==> config.mk <==
export PLATFORM = sky130hd
export DESIGN_NAME = uart_resp_packer
export DESIGN_NICKNAME = d
export VERILOG_FILES = /design/src/rtl/uart_resp_packer.sv
export SDC_FILE = /design/constraint.sdc
export NUM_CORES = 1
export LEC_CHECK = 0
export BUFFER_PORTS_ARGS = -buffer_cell sky130_fd_sc_hd__clkbuf_2
export CORE_ASPECT_RATIO = 2
export CORE_UTILIZATION = 40
export DETAILED_ROUTE_END_ITERATION = 8
export GPL_ROUTABILITY_DRIVEN = 0
export SYNTH_ARGS = -nofsm -noshare
export SYNTH_HDL_FRONTEND = slang
export SYNTH_SLANG_ARGS = --single-unit
==> constraint.sdc <==
create_clock -name clk_50M -period 4.9 [get_ports clk_50M]
set_clock_uncertainty 0.05 [all_clocks]
set_input_delay 0.49 -clock clk_50M [delete_from_list [all_inputs] [get_ports clk_50M]]
set_output_delay 0.49 -clock clk_50M [all_outputs]
set_load 0.005 [all_outputs]
==> src/rtl/uart_resp_packer.sv <==
// Response framer: captures a function code plus ten payload bytes and streams a
// 14-byte frame (two header bytes, function, payload, additive checksum) over a valid/ready byte port.
module uart_resp_packer #(
  parameter logic [7:0] _HEAD0 = 8'h55,
  parameter logic [7:0] _HEAD1 = 8'hAA
) (
  input  logic       clk_50M,
  input  logic       rst,
  input  logic       resp_req,
  input  logic [7:0] resp_func,
  input  logic [7:0] resp_data1,
  input  logic [7:0] resp_data2,
  input  logic [7:0] resp_data3,
  input  logic [7:0] resp_data4,
  input  logic [7:0] resp_data5,
  input  logic [7:0] resp_data6,
  input  logic [7:0] resp_data7,
  input  logic [7:0] resp_data8,
  input  logic [7:0] resp_data9,
  input  logic [7:0] resp_data10,
  output logic [7:0] tx_data,
  output logic       tx_valid,
  input  logic       tx_ready,
  output logic       busy,
  output logic       frame_done,
  output logic       req_drop
);

  typedef enum logic [0:0] {
    IDLE = 1'b0,
    SEND = 1'b1
  } state_t;

  localparam logic [3:0] LAST_IDX = 4'd13;

  state_t      state_q, state_d;
  logic [3:0]  idx_q, idx_d;
  logic [7:0]  func_q, func_d;
  logic [79:0] data_q, data_d;
  logic [7:0]  chk_q, chk_d;
  logic [7:0]  tx_data_q, tx_data_d;
  logic        tx_valid_q, tx_valid_d;
  logic        busy_q, busy_d;
  logic        frame_done_q, frame_done_d;
  logic        req_drop_q, req_drop_d;
  logic [79:0] data_in_s;
  logic        accept_s;

  // Modulo-256 sum of the function code and all ten payload bytes.
  function automatic logic [7:0] calc_chk(input logic [7:0] func, input logic [79:0] data);
    logic [7:0] s;
    s = func;
    for (int n = 0; n < 10; n++) begin
      s = s + data[n*8 +: 8];
    end
    return s;
  endfunction

  // Byte at frame position i, built from the captured registers only.
  function automatic logic [7:0] frame_byte(input logic [3:0] i, input logic [7:0] func,
                                            input logic [79:0] data, input logic [7:0] chk);
    logic [3:0] k;
    logic [7:0] b;
    k = i - 4'd3;
    b = 8'h00;
    case (i)
      4'd0:  b = _HEAD0;
      4'd1:  b = _HEAD1;
      4'd2:  b = func;
      4'd3, 4'd4, 4'd5, 4'd6, 4'd7, 4'd8, 4'd9, 4'd10, 4'd11, 4'd12:
             b = data[{k, 3'b000} +: 8];
      4'd13: b = chk;
      default: b = 8'h00;
    endcase
    return b;
  endfunction

  assign data_in_s = {resp_data10, resp_data9, resp_data8, resp_data7, resp_data6,
                      resp_data5, resp_data4, resp_data3, resp_data2, resp_data1};
  assign accept_s  = tx_valid_q & tx_ready;

  always_comb begin
    state_d      = state_q;
    idx_d        = idx_q;
    func_d       = func_q;
    data_d       = data_q;
    chk_d        = chk_q;
    tx_data_d    = tx_data_q;
    tx_valid_d   = tx_valid_q;
    busy_d       = busy_q;
    frame_done_d = 1'b0;
    req_drop_d   = 1'b0;
    case (state_q)
      IDLE: begin
        if (resp_req) begin
          func_d     = resp_func;
          data_d     = data_in_s;
          chk_d      = calc_chk(resp_func, data_in_s);
          idx_d      = 4'd0;
          state_d    = SEND;
          tx_valid_d = 1'b1;
          tx_data_d  = _HEAD0;
          busy_d     = 1'b1;
        end else begin
          tx_valid_d = 1'b0;
          tx_data_d  = 8'h00;
          busy_d     = 1'b0;
        end
      end
      SEND: begin
        // Any request seen while a frame is in flight, including on the final accept, is dropped.
        if (resp_req) begin
          req_drop_d = 1'b1;
        end else begin
          req_drop_d = 1'b0;
        end
        if (accept_s) begin
          if (idx_q == LAST_IDX) begin
            state_d      = IDLE;
            idx_d        = 4'd0;
            tx_valid_d   = 1'b0;
            tx_data_d    = 8'h00;
            busy_d       = 1'b0;
            frame_done_d = 1'b1;
          end else begin
            idx_d     = idx_q + 4'd1;
            tx_data_d = frame_byte(idx_q + 4'd1, func_q, data_q, chk_q);
          end
        end else begin
          tx_valid_d = 1'b1;
        end
      end
      default: begin
        state_d    = IDLE;
        idx_d      = 4'd0;
        tx_valid_d = 1'b0;
        tx_data_d  = 8'h00;
        busy_d     = 1'b0;
      end
    endcase
  end

  // Single register bank for FSM state, captured frame contents and all outputs.
  always_ff @(posedge clk_50M) begin
    if (rst) begin
      state_q      <= IDLE;
      idx_q        <= 4'd0;
      func_q       <= 8'h00;
      data_q       <= 80'h0;
      chk_q        <= 8'h00;
      tx_data_q    <= 8'h00;
      tx_valid_q   <= 1'b0;
      busy_q       <= 1'b0;
      frame_done_q <= 1'b0;
      req_drop_q   <= 1'b0;
    end else begin
      state_q      <= state_d;
      idx_q        <= idx_d;
      func_q       <= func_d;
      data_q       <= data_d;
      chk_q        <= chk_d;
      tx_data_q    <= tx_data_d;
      tx_valid_q   <= tx_valid_d;
      busy_q       <= busy_d;
      frame_done_q <= frame_done_d;
      req_drop_q   <= req_drop_d;
    end
  end

  assign tx_data    = tx_data_q;
  assign tx_valid   = tx_valid_q;
  assign busy       = busy_q;
  assign frame_done = frame_done_q;
  assign req_drop   = req_drop_q;

endmodule

==> impl_metrics.env, run 1 <==
export IMPL_grt_usage=0.233
export IMPL_h_tree_depth=4
export IMPL_synth_fa_ha_area_frac=0.190
export IMPL_stdcell_count=1105
export IMPL_cp_cell_sequence="clkbuf_2 > fa_1 > inv_1 > fa_1 > fa_1 > fa_1 > fa_1 > inv_1 > ha_1 > a21o_1 > a21oi_1 > o21bai_1 > a21oi_1 > xnor2_1 > a211oi_1"
export IMPL_worstSetupStartpointType="input pin"
export IMPL_reg2reg_depth=8
export IMPL_fin_tns_setup_ns=0
export IMPL_fin_util=0.484
export IMPL_synth_cell_types=56
export IMPL_gr_total_overflow=0
export IMPL_synth_edff_count=0
export IMPL_grt_max_degree=82
export IMPL_cp_slowest_stage_delay_ns=0.57
export IMPL_drv_slew=0
export IMPL_clock_latency_ns=0.42
export IMPL_start_util=0.411
export IMPL_ios=104
export IMPL_end_kind="register"
export IMPL_crit_path_frequent_cell="fa_1"
export IMPL_finalHoldViolCount=0
export IMPL_syn_inst=805
export IMPL_post_cts_buffers=0
export IMPL_core_area_um2=16800
export IMPL_grt_setup_unrepaired="false"
export IMPL_cts_root_buf="clkbuf_16"
export IMPL_regToRegEndpoint="tx_data[1]"
export IMPL_worstPathRequired_ns=5.19
export IMPL_fp_row_count=67
export IMPL_port_buffers=103
export IMPL_maxCapViolations=0
export IMPL_place_area_um2=7560
export IMPL_final_cell_area_um2=8150
export IMPL_vias=5727
export IMPL_ctsHoldBuffers=0
export IMPL_p_leak_nw=3.51
export IMPL_detail_route_wl_per_cell_um=17.4
export IMPL_path_clk_slew_ns=0.05
export IMPL_yosys_most_used_dff="dfxtp_1"
export IMPL_status="finished, final reports clean"
export IMPL_ant_nets=0
export IMPL_drive_above_1_share=0.187
export IMPL_avgSynthCellArea_um2=8.60
export IMPL_syn_area_um2=6920
export IMPL_synth_compound_area_frac=0.139
export IMPL_slew_headroom=0.369
export IMPL_power_density_nw_per_um2=478
export IMPL_grt_pass1_vias=5901
export IMPL_syn2layout_area_growth_pct=17.8
export IMPL_cts_sinks=113
export IMPL_antennaDiodeCount=0
export IMPL_crit_reg2reg_launch="idx_q[0]"
export IMPL_yosysWarnings=0
export IMPL_synth_top_family_by_area="adder cells"
export IMPL_synth_simple_area_share=0.164
export IMPL_ys_ff_latch=113
export IMPL_finalSetupViolations=0
export IMPL_die_area_um2=17900
export IMPL_asyncSetResetFlopFracSynth=0
export IMPL_tritoncts="built"
export IMPL_nets=1049
export IMPL_clock_fmax_mhz=233
export IMPL_min_period_over_period=0.877
export IMPL_crit_fanout=2
export IMPL_grt_first_pass_wirelength_um=30700
export IMPL_crit_start="resp_data3[3]"
export IMPL_die_w_um=95.0
export IMPL_dpl_cell_count=1074
export IMPL_worst_pin_slew_ns=0.947
export IMPL_min_path_cells=3
export IMPL_wirelength_um=19200
export IMPL_via_per_inst=5.18
export IMPL_worstHoldStart="resp_data5[4]"
export IMPL_path_class="input pin to register"
export IMPL_syn_num_nets=968
export IMPL_power_mw=3.90
export IMPL_clockBufferDepth=2
export IMPL_vdd_drop_max_v=0.000335
export IMPL_synth_area_mux_share=0.0656
export IMPL_cts_inserted_buffers=17
export IMPL_slowest_stage="fa_1"
export IMPL_hold_end="data_q[36]"
export IMPL_dp_hpwl_um=14300
export IMPL_antenna_found_initial=0
export IMPL_rrSetupSlack_ns=1.59
export IMPL_dr_pass1_iters=5
export IMPL_dieHeight_um=188
export IMPL_synth_xor_area_share=0.0358
export IMPL_hp_class="input pin to register"
export IMPL_drt_iter0_drc=249
export IMPL_arrival_ns=4.59
export IMPL_drt_drc_violations_left=0
export IMPL_ys_seq_area_frac=0.327
export IMPL_timing_final_crit_period_ns=4.30
export IMPL_cts_resized=0
==> how the worst max path moves through the flow <==
stage                          end  slack [ns]  depth (start not counted)
after global placement    chk_q[7]        0.19                         15
after CTS                 chk_q[7]        0.55                         15
after detailed placement  chk_q[7]        0.11                         15
after floorplan           chk_q[6]        0.56                         18
final                     chk_q[7]        0.60                         15
after global routing      chk_q[7]        0.37                         15
==> cells by family (layout without fill, tap and decap cells) <==
family | Yosys count | in the layout
buf+inv | 137 | 230
fa+ha+maj | 71 | 71
mux | 25 | 25
flops | 113 | 113
compound gates | 163 | 163
xor+xnor | 25 | 25
simple gates | 271 | 271
==> per-stage QoR <==
step	worst slack [ns]	hold WS, ns
floorplan	0.565	0.377
global placement	0.186	0.386
detailed placement	0.107	0.393
CTS	0.551	0.239
global route	0.367	0.259
finish	0.603	0.251
==> cell usage after synthesis, types with 3 or more instances <==
master    count  share of area
a21oi_1     116          0.084
a221o_1       4         0.0058
a31oi_1       3         0.0027
and2_1        5         0.0045
buf_2         3         0.0022
buf_4         4         0.0043
clkbuf_1     39          0.021
dfxtp_1     113           0.33
fa_1         57           0.16
ha_1         14          0.025
inv_1        87          0.047
mux2i_1       9          0.013
mux4_2       15          0.049
nand2_1     208           0.11
nand2b_1      7         0.0063
nand3_1       5         0.0036
nor2_1       23          0.012
nor2b_1       4         0.0036
nor3_1        6         0.0043
nor3_2        4         0.0058
o21ai_0       7         0.0051
o221ai_1      4         0.0051
o311a_1       4         0.0058
o31a_1        4         0.0051
xnor2_1      21          0.027
==> metal layers <==
layer | wire length, um | GRT usage | share of wire
met5 | 0 | 0 | 0
met4 | 879 | 0.126 | 0.046
met1 | 6960 | 0.249 | 0.36
met3 | 812 | 0.0458 | 0.042
met2 | 10600 | 0.417 | 0.55
==> worst max-delay path: cells and delay by family <==
family                   cells  cell delay, ns
adder cells (fa/ha/maj)      6            2.81
XOR/XNOR                     1            0.10
AO/OA/AOI/OAI                5            0.97
buffers and inverters        3            0.23
==> layout by cell type (no fill, tap or decap), types with 5 or more instances in the layout <==
master / instances
a21oi_1: 116
nand3_1: 5
ha_1: 14
and2_1: 5
mux4_2: 15
clkbuf_2: 102
buf_4: 9
clkbuf_16: 17
nor2_1: 23
fa_1: 57
nor3_1: 6
mux2i_1: 9
xnor2_1: 21
o21ai_0: 7
nand2_1: 208
inv_1: 87
dfxtp_1: 113
nand2b_1: 6
==> layout make-up <==
type	count	area [um2]
Multi-Input combinational cell	555	4130
Sequential cell	113	2260
Clock buffer	21	460
Inverter	88	330
Tap cell	207	259
Timing Repair Buffer	111	578
Clock inverter	10	135
Fill cell	1625	8700
==> power breakdown <==
| group | internal [mW] | leakage (nW) | switching, mW | total (mW) |
|---|---|---|---|---|
| combinational | 0.746 | 2.30 | 0.868 | 1.61 |
| sequential | 0.992 | 0.927 | 0.0394 | 1.03 |
| clock | 0.818 | 0.281 | 0.437 | 1.26 |
==> registers in the layout, summed over array words and instances, names as in the netlist <==
| signal | cells |
|---|---|
| state_q | 1 |
| idx_q | 4 |
| tx_data | 8 |
| chk_q | 8 |
| frame_done | 1 |
| func_q | 8 |
| data_q | 80 |
| req_drop | 1 |
| busy | 1 |
| tx_valid | 1 |
Power figures use the tool's default switching activity.
==> run 2, diff against run 1 <==
ABC_AREA = 1   (was not set)
SLEW_MARGIN = 0   (was not set)
==> run 2 against run 1 <==
Synthesized cell count grew 23%. Clock power about the same. Non-clock buffer count fell by 2. Fmax increased by 0.43%. Critical path depth up 2. Cell count is 18% higher. Total power rose by 1.6%. Sequential power about the same. Global-route usage rose by 0.28 points. Setup slack improved by 0.018 ns. Largest cell class unchanged.
==> impl_metrics.env, run 2 <==
export IMPL_cts_inserted_buffers=17
export IMPL_synth_top_area_cell="dfxtp_1"
export IMPL_clock_fmax_mhz=234
export IMPL_power_density_nw_per_um2=474
export IMPL_largest_register="data_q"
export IMPL_min_period_over_period=0.873
export IMPL_synth_area_leaders="dfxtp_1, fa_1, nand2_1"
export IMPL_dp_slack_ns=0.202
export IMPL_drive_above_1_share=0.150
export IMPL_synth_cell_types=31
export IMPL_dr_pass1_iters=5
export IMPL_die_w_um=96.3
export IMPL_power_mw=3.96
export IMPL_synth_edff_count=0
export IMPL_antenna_found_initial=0
export IMPL_clockPowerShare=0.312
export IMPL_maxCapViolations=0
export IMPL_grt_pass1_vias=6530
export IMPL_tritoncts="built"
export IMPL_syn_area_um2=7110
export IMPL_yosysWarnings=0
export IMPL_start_util=0.410
export IMPL_clockBufferDepth=2
export IMPL_grt_max_degree=104
export IMPL_fin_util=0.481
export IMPL_hp_class="input pin to register"
export IMPL_arrival_ns=4.50
export IMPL_p_leak_nw=4.12
export IMPL_synth_most_common_cell="nand2_1"
export IMPL_worst_pin_slew_ns=0.959
export IMPL_ios=104
export IMPL_cts_root_buf="clkbuf_16"
export IMPL_fp_row_count=68
export IMPL_status="finished, final reports clean"
export IMPL_syn2layout_area_growth_pct=17.5
export IMPL_whs_ns=0.275
export IMPL_most_common_layout_cells="nand2_1, inv_1, nor2_1"
export IMPL_syn_num_nets=1156
export IMPL_die_area_um2=18300
export IMPL_dp_hpwl_um=14500
export IMPL_cts_sinks=113
export IMPL_antennaDiodeCount=0
export IMPL_finalHoldViolCount=0
export IMPL_worstSetupStartpointType="input pin"
export IMPL_drt_drc_violations_left=0
export IMPL_ctsHoldBuffers=0
export IMPL_detail_route_wl_per_cell_um=15.1
export IMPL_core_area_um2=17400
export IMPL_asyncSetResetFlopFracSynth=0
export IMPL_avgSynthCellArea_um2=7.16
export IMPL_vdd_drop_max_v=0.000239
export IMPL_netlist_top_cells_count="nand2_1, inv_1, nor2_1, dfxtp_1, o21ai_0"
export IMPL_port_buffers=103
export IMPL_largest_reg_flops=80
export IMPL_fin_tns_setup_ns=0
export IMPL_post_cts_buffers=0
export IMPL_crit_fanout=3
export IMPL_ant_nets=0
export IMPL_grt_usage=0.236
export IMPL_p_sw_mw=1.47
export IMPL_slew_headroom=0.361
export IMPL_p_comb_frac=0.421
export IMPL_grt_first_pass_wirelength_um=32300
export IMPL_timing_final_crit_period_ns=4.28
export IMPL_syn_inst=993
export IMPL_drv_slew=0
export IMPL_worstPathRequired_ns=5.12
export IMPL_grt_setup_unrepaired="false"
export IMPL_synth_top_area_frac=0.318
export IMPL_dieHeight_um=191
export IMPL_h_tree_depth=4
export IMPL_nets=1243
export IMPL_path_class="input pin to register"
export IMPL_ys_seq_area_frac=0.318
export IMPL_finalSetupViolations=0
export IMPL_drt_iter0_drc=280
export IMPL_end_kind="register"
export IMPL_fin_ws_ns=0.621
export IMPL_wirelength_um=19700
export IMPL_cts_resized=0
export IMPL_final_common_cell="nand2_1"
export IMPL_internal_power_mw=2.49
export IMPL_path_clk_slew_ns=0.05
export IMPL_yosys_most_used_dff="dfxtp_1"
export IMPL_seq_power_share=0.267
export IMPL_clock_latency_ns=0.42
export IMPL_ys_ff_latch=113
export IMPL_vias=6505
export IMPL_via_per_inst=4.99
export IMPL_switching_share=0.371
export IMPL_gr_total_overflow=0
run 2: cell count changes after synthesis, sizes merged, moves of 9 or more:
cell and delta:
mux4 -16, a21oi -44, o21ai +97, nor2 +103
inv +52, clkbuf -9, xnor2 -16, nand2 +41
nand3 +45
run 2: cells by family (layout without fill, tap and decap cells):
group,after synthesis,after routing,share of synthesized area
XOR/XNOR,9,9,0.0132
buffers and inverters,182,282,0.0977
flip-flops,113,113,0.318
multiplexers,1,1,0.00141
AO/OA/AOI/OAI,182,182,0.132
AND/OR/NAND/NOR,435,435,0.253
adder cells (fa/ha/maj),71,71,0.185
run 2: metal layers:
metal  GRT usage  up-vias  share of wire
met4       0.111        0          0.036
li1            -     3259              -
met3      0.0343       41          0.031
met1       0.264     3044           0.40
met5           0        -              0
met2       0.425      161           0.54
run 2: final timing paths:
kind	startpoint	endpoint	slack, ns	cells after the start
setup / recovery	resp_data3[2]	chk_q[6]	0.62	17
hold / removal	resp_data8[4]	data_q[60]	0.28	3
setup reg to reg	idx_q[0]	tx_data[6]	2.28	13
hold reg to reg	busy	busy	0.41	2
run 2: worst max-delay path, cell delays in order:
cell,delay (ns)
clkbuf_2,0.07
inv_1,0.05
fa_1,0.55
inv_1,0.06
fa_1,0.57
fa_1,0.43
fa_1,0.49
inv_1,0.05
fa_1,0.43
inv_1,0.07
ha_1,0.19
inv_1,0.08
fa_1,0.46
o21ai_0,0.19
a21oi_1,0.10
xor2_1,0.14
a21oi_1,0.08
run 2: power by group through the flow:
stage	combinational (mW)	sequential, mW	clock, mW
after floorplan	1.27	1.06	0
after global placement	1.66	1.07	0
after detailed placement	1.68	1.07	0
after CTS	1.69	1.06	1.25
after global routing	1.97	1.07	1.30
final	1.67	1.06	1.24
run 2: area by class of cell:
type                            count  area (um2)
Sequential cell                   113        2260
Fill cell                        1855        9000
Tap cell                          210         263
Clock inverter                     11         139
Inverter                          141         529
Timing Repair Buffer              109         561
Clock buffer                       21         440
Multi-Input combinational cell    698        4160
run 2: per-stage QoR:
step	cell area, um2	instances
floorplan	7110	993
global placement	7780	1271
detailed placement	7780	1271
CTS	8360	1303
global route	8360	1303
finish	8360	1303
